`src/rtl/delay_pkg.sv`:
```
// Shared constants and token/stage types for the delay-unit hierarchy.
package delay_pkg;

    localparam int DATA_WIDTH = 5;
    localparam int DEPTH      = 3;
    localparam int NUM_LANES  = 2;

    typedef logic [DATA_WIDTH-1:0] token_t;

    typedef struct packed {
        logic   valid;
        token_t data;
    } stage_t;

endpackage

```
`src/rtl/delay_lane.sv`:
```
// One elastic lane: DEPTH register stages with a combinational ready chain,
// so bubbles collapse and a full lane still accepts while it drains.
module delay_lane
    import delay_pkg::*;
#(
    parameter int DATA_WIDTH = delay_pkg::DATA_WIDTH,
    parameter int DEPTH      = delay_pkg::DEPTH
) (
    input  logic                  i_clk,
    input  logic                  i_rst_n,
    input  logic [DATA_WIDTH-1:0] i_in_data,
    input  logic                  i_in_valid,
    output logic                  o_in_ready,
    output logic [DATA_WIDTH-1:0] o_out_data,
    output logic                  o_out_valid,
    input  logic                  i_out_ready
);

    stage_t           r_stg [DEPTH];
    logic [DEPTH-1:0] w_adv;
    logic [DEPTH-1:0] w_up_valid;
    token_t           w_up_data [DEPTH];

    // A stage may advance if it or any stage downstream of it is empty,
    // or the consumer takes the head token this cycle.
    always_comb begin : adv_chain
        logic v_acc;
        w_adv = '0;
        v_acc = i_out_ready;
        for (int k = DEPTH - 1; k >= 0; k--) begin
            v_acc    = v_acc | ~r_stg[k].valid;
            w_adv[k] = v_acc;
        end
    end

    always_comb begin
        w_up_valid[0] = i_in_valid;
        w_up_data[0]  = i_in_data;
        for (int k = 1; k < DEPTH; k++) begin
            w_up_valid[k] = r_stg[k-1].valid;
            w_up_data[k]  = r_stg[k-1].data;
        end
    end

    always_ff @(posedge i_clk or negedge i_rst_n) begin
        if (!i_rst_n) begin
            for (int k = 0; k < DEPTH; k++) begin
                r_stg[k] <= '0;
            end
        end else begin
            for (int k = 0; k < DEPTH; k++) begin
                if (w_adv[k]) begin
                    r_stg[k].valid <= w_up_valid[k];
                    // Data is only meaningful alongside a set valid bit.
                    if (w_up_valid[k]) begin
                        r_stg[k].data <= w_up_data[k];
                    end
                end
            end
        end
    end

    assign o_in_ready  = w_adv[0] & i_rst_n;
    assign o_out_valid = r_stg[DEPTH-1].valid;
    assign o_out_data  = r_stg[DEPTH-1].data;

endmodule

```
`src/rtl/inner_inner_delay_unit.sv`:
```
// Two independent fixed-latency elastic delay lanes; lanes never interact.
module inner_inner_delay_unit
    import delay_pkg::*;
#(
    parameter int DATA_WIDTH = delay_pkg::DATA_WIDTH,
    parameter int DEPTH      = delay_pkg::DEPTH
) (
    input  logic                  CLK,
    input  logic                  ASYNCRESETN,
    input  logic [DATA_WIDTH-1:0] INPUT_0_data,
    input  logic                  INPUT_0_valid,
    output logic                  INPUT_0_ready,
    input  logic [DATA_WIDTH-1:0] INPUT_1_data,
    input  logic                  INPUT_1_valid,
    output logic                  INPUT_1_ready,
    output logic [DATA_WIDTH-1:0] OUTPUT_0_data,
    output logic                  OUTPUT_0_valid,
    input  logic                  OUTPUT_0_ready,
    output logic [DATA_WIDTH-1:0] OUTPUT_1_data,
    output logic                  OUTPUT_1_valid,
    input  logic                  OUTPUT_1_ready
);

    delay_lane #(
        .DATA_WIDTH (DATA_WIDTH),
        .DEPTH      (DEPTH)
    ) u_lane0 (
        .i_clk       (CLK),
        .i_rst_n     (ASYNCRESETN),
        .i_in_data   (INPUT_0_data),
        .i_in_valid  (INPUT_0_valid),
        .o_in_ready  (INPUT_0_ready),
        .o_out_data  (OUTPUT_0_data),
        .o_out_valid (OUTPUT_0_valid),
        .i_out_ready (OUTPUT_0_ready)
    );

    delay_lane #(
        .DATA_WIDTH (DATA_WIDTH),
        .DEPTH      (DEPTH)
    ) u_lane1 (
        .i_clk       (CLK),
        .i_rst_n     (ASYNCRESETN),
        .i_in_data   (INPUT_1_data),
        .i_in_valid  (INPUT_1_valid),
        .o_in_ready  (INPUT_1_ready),
        .o_out_data  (OUTPUT_1_data),
        .o_out_valid (OUTPUT_1_valid),
        .i_out_ready (OUTPUT_1_ready)
    );

endmodule

```
`config.mk`:
```
export PLATFORM = sky130hd
export DESIGN_NAME = inner_inner_delay_unit
export DESIGN_NICKNAME = d
export VERILOG_FILES = /design/src/rtl/delay_pkg.sv /design/src/rtl/delay_lane.sv /design/src/rtl/inner_inner_delay_unit.sv
export SDC_FILE = /design/constraint.sdc
export NUM_CORES = 1
export LEC_CHECK = 0
export ABC_AREA = 1
export CELL_PAD_IN_SITES_DETAIL_PLACEMENT = 1
export CELL_PAD_IN_SITES_GLOBAL_PLACEMENT = 1
export CORE_MARGIN = 2
export CORE_UTILIZATION = 38
export CTS_CLUSTER_SIZE = 24
export DETAILED_ROUTE_END_ITERATION = 10
export PLACE_DENSITY_LB_ADDON = 0.1
export SLEW_MARGIN = 25
export SYNTH_ARGS = -nofsm -noshare
export SYNTH_HDL_FRONTEND = slang
export SYNTH_HIERARCHICAL = 1
export SYNTH_SLANG_ARGS = --single-unit
```
`constraint.sdc`:
```
create_clock -name CLK -period 1.1 [get_ports CLK]
set_input_delay 0.22 -clock CLK [delete_from_list [all_inputs] [get_ports CLK]]
set_output_delay 0.22 -clock CLK [all_outputs]
set_load 0.03 [all_outputs]
```
== After elaboration in Yosys (flattened, before gate mapping) ==
Index checks and enable logic that the tools add are counted.

* Flip-flop bits (word level): 36
* Input bits: 16
* Output and inout bits: 14
* Word-level logic and storage cells: 32

* Bitwise logic cells: 14
* Reductions and logical operators: 6

{| class="wikitable"
|+ Operators with widths
! cell !! number
|-
| AND reduction 2 bit || 6
|-
| inverter 1 bit || 6
|-
| bitwise OR 1 bit || 6
|-
| bitwise AND 1 bit || 2
|}

== Logic depth before layout (Yosys ltp) ==
Gate-level depths: netlist of the first run.

* Depth in word-level cells: 5
* Gate-level depth with buffers: 5
* Mapped depth without buffers: 5

== Hierarchy ==
The synthesis of the first run kept the hierarchy.

{| class="wikitable"
|+ Modules (own cells, without submodules)
! module !! instances !! cells an instance !! area each (um^2) !! sequential area each (um^2)
|-
| delay_lane || 2 || 81 || 754.5 || 450.4
|}

== Least setup slack after synthesis of the first run ==
No wires, ideal clock.

* Kind: register -> output
* Start: reg u_lane0.r_stg (netlist bit u_lane0/o_out_valid)
* End: out INPUT_0_ready
* Data arrival time: 0.972 ns
* Data required time: 0.880 ns
* Path slack: -0.092 ns
* Stages on the path, launching flop included: 4
* Buffers on the path: 0
* Path through: dfrtp_1 -> nand4_4 -> nand2_1 -> inv_1

* Cells in the longest elaborated chain, start to end: 5

{| class="wikitable"
|+ RTL lines
! item !! line !! RTL
|-
| from (decl) || delay_lane.sv:19 || <nowiki>stage_t r_stg [DEPTH];</nowiki>
|-
| inverter 1 bit || delay_lane.sv:31 || <nowiki>v_acc = v_acc | ~r_stg[k].valid;</nowiki>
|-
| bitwise OR 1 bit (3 in series) || delay_lane.sv:31 ||
|-
| bitwise AND 1 bit || delay_lane.sv:63 || <nowiki>assign o_in_ready = w_adv[0] & i_rst_n;</nowiki>
|-
| to (decl) || inner_inner_delay_unit.sv:12 || <nowiki>output logic INPUT_0_ready,</nowiki>
|}

No other way between the ends.

== Worst setup path after layout of the first run ==
* Start: reg u_lane0/r_stg[11] (netlist bit)
* End: out INPUT_0_ready

* Cells in the longest elaborated chain, start to end: 4

{| class="wikitable"
|+ RTL lines
! item !! line
|-
| inverter 1 bit || delay_lane.sv:31
|-
| bitwise OR 1 bit (2 in series) || delay_lane.sv:31
|-
| bitwise AND 1 bit || delay_lane.sv:63
|}

No other way between the ends.

==> run_results.csv, run 1 <==
group,metric,value,unit
sta,finalHoldViolations,0,
routing,first_pass_iters,4,
cells_and_area,syn_to_final_growth,35.74,%
critical_path,cp_num_buf_inv,2,
critical_path,cp_max_fo,2,
sta,slew-limit-headroom,73.16,%
cells_and_area,nFillCells,440,
synth,ys_types,8,
die,rows,22,
routing,drt_iter0_markers,13,
die,fp.dieW,67.02,µm
clock_network,cts.clk_slew.worst_paths,0.07,ns
global_routing,grt_pass1_wl,5464,µm
die,die_area,4491,µm²
global_routing,grt_pass1_vias,1285,
critical_path,critPathCaptureType,"output port",
critical_path,rr_worst_depth,5,
synth,synth_area,1509,µm²
cells_and_area,drive_gt1_share,29.95,%
global_routing,grt_max_degree,34,
sta,setup_slack,-0.1615,ns
critical_path,timing.rr.end,"u_lane0/o_out_data[4]$_DFFE_PN0P_",
sta,drv_slew,0,
die,initial_core_util,40.31,%
global_routing,antenna_found_initial,0,
critical_path,critical_path.reg2reg.startpoint,"u_lane0/r_stg[11]$_DFFE_PN0P_",
power,max-vdd-ir-drop,0.7503,mV
global_routing,grt_util_all_layers,16.47,%
die,io_pins,30,
synth,synth_nets,178,
critical_path,criticalPathCategory,"register to output port",
clock_network,numCtsBuffers,5,
critical_path,cp.arrival,1.04,ns
run_status,status,"finished, violations left",
critical_path,startpoint_type,"register",
min_path,hold_class,"primary input to asynchronous set/reset pin",
power,power_density,2312,nW/µm²
power,p_total,4.736,mW
routing,drc,0,
routing,vias,1200,
flow_run,max_cap_violations,0,
cells_and_area,layout_common_cells,"67 x nand2_1, 33 x dfrtp_1, 30 x nand3_1",
die,die_y,67.02,µm
routing,wl_per_cell,11.97,µm
synth,avgSynthCellArea,9.314,µm²
critical_path,r2r_slack,0.06,ns
sta,fin_skew,0.002919,ns
clock_network,cts_sinks,36,
clock_network,cts_tree,"yes",
sta,tns,-0.5300,ns
cells_and_area,final_util,54.71,%
routing,drt_wl_total,3053,µm
clock_network,htreeDepth,2,
clock_network,clock_path_buffers,2,
sta,fmax,0.7927,GHz
sta,tightest_slew,0.4026,ns
power,leakagePower,1.073,nW
critical_path,cpMaxStageDelayCell,"dfrtp_2",
cells_and_area,fin_nets,223,
synth,netlist_instances,162,
placement,gp_congestion,0.7217,
global_routing,grt_overflow,0,
routing,via_per_inst,4.706,
critical_path,path_cells,"nand4_4, nand2_2, inv_2, buf_6",
sta,rsz0062_at_grt,"yes",
routing,antenna_left,0,
sta,period_needed,1.262,ns
critical_path,cp.required,0.88,ns
clock_network,clock_latency,0.28,ns
synth,synth_seq_cells,36,
critical_path,crit_family,"flip-flops",
critical_path,slowest_delay,0.43,ns
clock_network,cts-root-buf,"clkbuf_8",
synth,ys_seq_area_share,59.70,%
sta,finalCritPeriodShare,114.7,%
synth,yosysWarnings,6,
placement,io_buffers,29,
sta,setup_viol,4,
run_status,violations,"setup timing",
die,core_area,3744,µm²
cells_and_area,final_common_cell,"nand2_1",
cells_and_area,diodes,0,
## worst max path at each step
stage / from / end / slack, ns / depth (start not counted)
2_1_floorplan: u_lane0/o_out_valid$_DFFE_PN0P_ / INPUT_0_ready / 0.04 / 3
3_3_place_gp: OUTPUT_0_ready / INPUT_0_ready / -0.26 / 6
3_5_place_dp: OUTPUT_0_ready / INPUT_0_ready / -0.27 / 6
4_1_cts: u_lane0/r_stg[11]$_DFFE_PN0P_ / INPUT_0_ready / -0.18 / 4
5_1_grt: u_lane0/r_stg[11]$_DFFE_PN0P_ / INPUT_0_ready / -0.22 / 4
6_report: u_lane0/r_stg[11]$_DFFE_PN0P_ / INPUT_0_ready / -0.16 / 4
## Yosys cell counts
cell type	number	share of area, %
inv_1	4	0.99
nand2_1	74	18
nand3_2	2	1.3
dfrtp_1	36	60
nand2_2	2	0.83
nand3_1	30	9.9
nand4_4	2	2.8
buf_4	12	6.0
## area by class of cell
class                           instances  area (µm²)  area share, %
Sequential cell                        36       904.6          44.17
Multi-Input combinational cell        110       540.5          26.39
Timing Repair Buffer                   50       431.7          21.08
Clock buffer                            7       96.34          4.704
Tap cell                               48       60.06          2.932
Inverter                                4       15.01         0.7330
## routing by layer
metal	wire length (µm)	track usage, %	up-vias	share of wire, %
met3	192	5.068	3	6.3
met4	27	6.122	0	0.88
met2	1480	29.21	32	48
met5	0	0	-	0
li1	-	-	603	-
met1	1353	18.32	562	44
## power by group
part	internal, mW	switching (mW)
combinational	0.734	1.01
clock	0.557	0.436
sequential	1.73	0.264
total	3.02	1.71
## per-stage QoR
stage / instances / worst slack, ns / area (µm²) / hold slack (ns)
global route: 255 / -0.2165 / 2048 / 0.08903
finish: 255 / -0.1615 / 2048 / 0.08169
floorplan: 162 / 0.03997 / 1511 / -0.07559
detailed placement: 240 / -0.2715 / 1834 / 0.4625
global placement: 240 / -0.2573 / 1834 / 0.4557
CTS: 254 / -0.1835 / 2016 / 0.09568
## registers in the layout (all words and copies together), names as in the netlist
signal               cells
u_lane0/o_out_data       5
u_lane0/o_out_valid      1
u_lane0/r_stg           12
u_lane1/o_out_data       5
u_lane1/o_out_valid      1
u_lane1/r_stg           12
## cells by family (layout without fill, tap and decap cells)
family                 count (synthesis)  after routing  synth area share, %
flip-flops                            36             36                59.70
AND/OR/NAND/NOR                      110            110                33.33
buffers and inverters                 16             61                6.965
## what timing repair did
action                     in CTS  in global routing
hold buffers                    0                  0
gates resized for setup        17                  5
setup endpoints to repair       4                 24
pin swaps                       2                  0
buffers inserted                7                  1
Power figures use the tool's default switching activity.
==> inputs of run 2 (changes only) <==
--- a/config.mk
+++ b/config.mk
@@ -13,7 +13,6 @@
 export CTS_CLUSTER_SIZE = 24
 export DETAILED_ROUTE_END_ITERATION = 10
 export PLACE_DENSITY_LB_ADDON = 0.1
-export SLEW_MARGIN = 25
 export SYNTH_ARGS = -nofsm -noshare
 export SYNTH_HDL_FRONTEND = slang
 export SYNTH_HIERARCHICAL = 1
==> results of run 2 <==
Final layout, timing and power as in run 1 (identical DEF).
==> inputs of run 3 (changes only) <==
--- a/config.mk
+++ b/config.mk
@@ -9,7 +9,7 @@
 export CELL_PAD_IN_SITES_DETAIL_PLACEMENT = 1
 export CELL_PAD_IN_SITES_GLOBAL_PLACEMENT = 1
 export CORE_MARGIN = 2
-export CORE_UTILIZATION = 38
+export CORE_UTILIZATION = 35
 export CTS_CLUSTER_SIZE = 24
 export DETAILED_ROUTE_END_ITERATION = 10
 export PLACE_DENSITY_LB_ADDON = 0.1
==> run_results.csv, run 3 (same netlist as run 1, synthesis figures left out) <==
group,metric,value,unit
die,rows,23,
cells_and_area,drive_gt1_share,35.68,%
min_path,hold_class,"primary input to asynchronous set/reset pin",
routing,via_per_inst,4.760,
critical_path,cp_max_fo,2,
flow_run,max_cap_violations,0,
routing,first_pass_iters,4,
power,p_total,4.964,mW
routing,drt_iter0_markers,42,
critical_path,critPathCaptureType,"output port",
clock_network,cts_sinks,36,
routing,wl_per_cell,13.69,µm
cells_and_area,diodes,0,
sta,fin_hold_ws,0.3980,ns
sta,period_needed,1.298,ns
clock_network,cts_tree,"yes",
clock_network,cts.clk_slew.worst_paths,0.07,ns
routing,antenna_left,0,
clock_network,numCtsBuffers,5,
critical_path,criticalPathCategory,"register to output port",
critical_path,cp.required,0.88,ns
placement,place_area,1852,µm²
cells_and_area,final_common_cell,"nand2_1",
sta,rsz0062_at_grt,"yes",
sta,finalCritPeriodShare,118.0,%
die,core_area,4086,µm²
routing,vias,1252,
sta,drv_slew,0,
critical_path,startpoint_type,"register",
sta,tightest_slew,0.2652,ns
cells_and_area,fin_nets,228,
cells_and_area,reg.largest.list,"u_lane0/r_stg: 12 flops, u_lane1/r_stg: 12 flops",
sta,slew-limit-headroom,82.32,%
clock_network,clock_path_buffers,2,
die,io_pins,30,
global_routing,grt_pass1_wl,6292,µm
clock_network,clock_latency,0.30,ns
routing,drc,0,
die,initial_core_util,36.93,%
sta,setup_slack,-0.1977,ns
sta,fmax,0.7706,GHz
die,die_area,4853,µm²
routing,drt_wl_total,3600,µm
global_routing,grt_util_all_layers,16.58,%
sta,tns,-0.6449,ns
global_routing,grt_max_degree,22,
run_status,violations,"setup timing",
global_routing,grt_overflow,0,
die,die_y,69.66,µm
sta,finalHoldViolations,0,
placement,hpwl,2474,µm
power,max-vdd-ir-drop,0.7132,mV
clock_network,htreeDepth,2,
cells_and_area,syn_to_final_growth,41.96,%
placement,gp_congestion,0.7282,
global_routing,grt_pass1_vias,1390,
critical_path,cp.arrival,1.08,ns
power,leakagePower,1.121,nW
sta,fin_skew,0.006770,ns
cells_and_area,design_area,2142,µm²
power,power_density,2317,nW/µm²
sta,setup_viol,4,
global_routing,antenna_found_initial,0,
cells_and_area,layout_common_cells,"62 x nand2_1, 33 x dfrtp_1, 30 x buf_4",
placement,io_buffers,29,
clock_network,cts-root-buf,"clkbuf_8",
run_status,status,"finished, violations left",
cells_and_area,final_util,52.42,%
die,fp.dieW,69.66,µm
[run 3: cell count changes in the layout (fill, tap and decap cells not counted), moves of 2 or more]
cell / change
buf_6: +4
clkinv_2: +2
dlygate4sd2_1: -2
nand2_1: -5
nand2_2: +3
nand2_4: +2
nand3_1: -3
nand3_2: +3
[run 3: final cells by class]
type                            count  area, µm²
Clock buffer                        6      82.58
Fill cell                         469       1944
Clock inverter                      2      10.01
Inverter                            4      15.01
Tap cell                           50      62.56
Sequential cell                    36      904.6
Multi-Input combinational cell    110      578.1
Timing Repair Buffer               55      489.2
[run 3: timing repair]
item                                    in CTS  in global routing
endpoints found under the setup margin       4                 32
endpoints found under the hold margin        0                  0
setup buffers                                7                  5
hold buffers                                 0                  0
gates resized for setup                     16                 19
pin swaps                                    3                  7
[run 3: critical path: stages (launching register included)]
cell and delay [ns]:
dfrtp_2 0.44, nand4_4 0.11, nand2_2 0.05, inv_2 0.05
buf_6 0.12
[run 3: power by group]
group / internal (mW) / switching, mW / total, mW
combinational: 0.866 / 1.10 / 1.96
sequential: 1.73 / 0.284 / 2.01
clock: 0.499 / 0.486 / 0.985
[run 3: routing by layer]
| layer | global-route usage [%] | share of wire (%) | up-vias |
|---|---|---|---|
| met3 | 5.087 | 6.1 | 6 |
| met4 | 6.410 | 1.9 | 0 |
| met2 | 28.42 | 48 | 34 |
| met5 | 0 | 0 | - |
| li1 | - | - | 609 |
| met1 | 19.46 | 44 | 603 |
[run 3: worst paths after layout]
kind	startpoint	endpoint	slack, ns	depth (start not counted)
hold reg to reg	u_lane1/r_stg[16]$_DFFE_PN0P_	u_lane1/r_stg[16]$_DFFE_PN0P_	0.48	2
max in group asynchronous	ASYNCRESETN	u_lane1/r_stg[11]$_DFFE_PN0P_	0.45	2
hold / removal	ASYNCRESETN	u_lane0/r_stg[7]$_DFFE_PN0P_	0.40	2
setup / recovery	u_lane1/r_stg[11]$_DFFE_PN0P_	INPUT_1_ready	-0.20	4
setup reg to reg	u_lane0/o_out_valid$_DFFE_PN0P_	u_lane0/r_stg[7]$_DFFE_PN0P_	0.03	6
min in group CLK	OUTPUT_1_ready	u_lane1/r_stg[17]$_DFFE_PN0P_	0.44	5
[run 3: through the flow]
stage | std cells | setup slack (ns)
finish | 263 | -0.1977
global route | 263 | -0.2285
CTS | 259 | -0.1912
detailed placement | 244 | -0.2725
global placement | 244 | -0.2507
floorplan | 162 | 0.03997
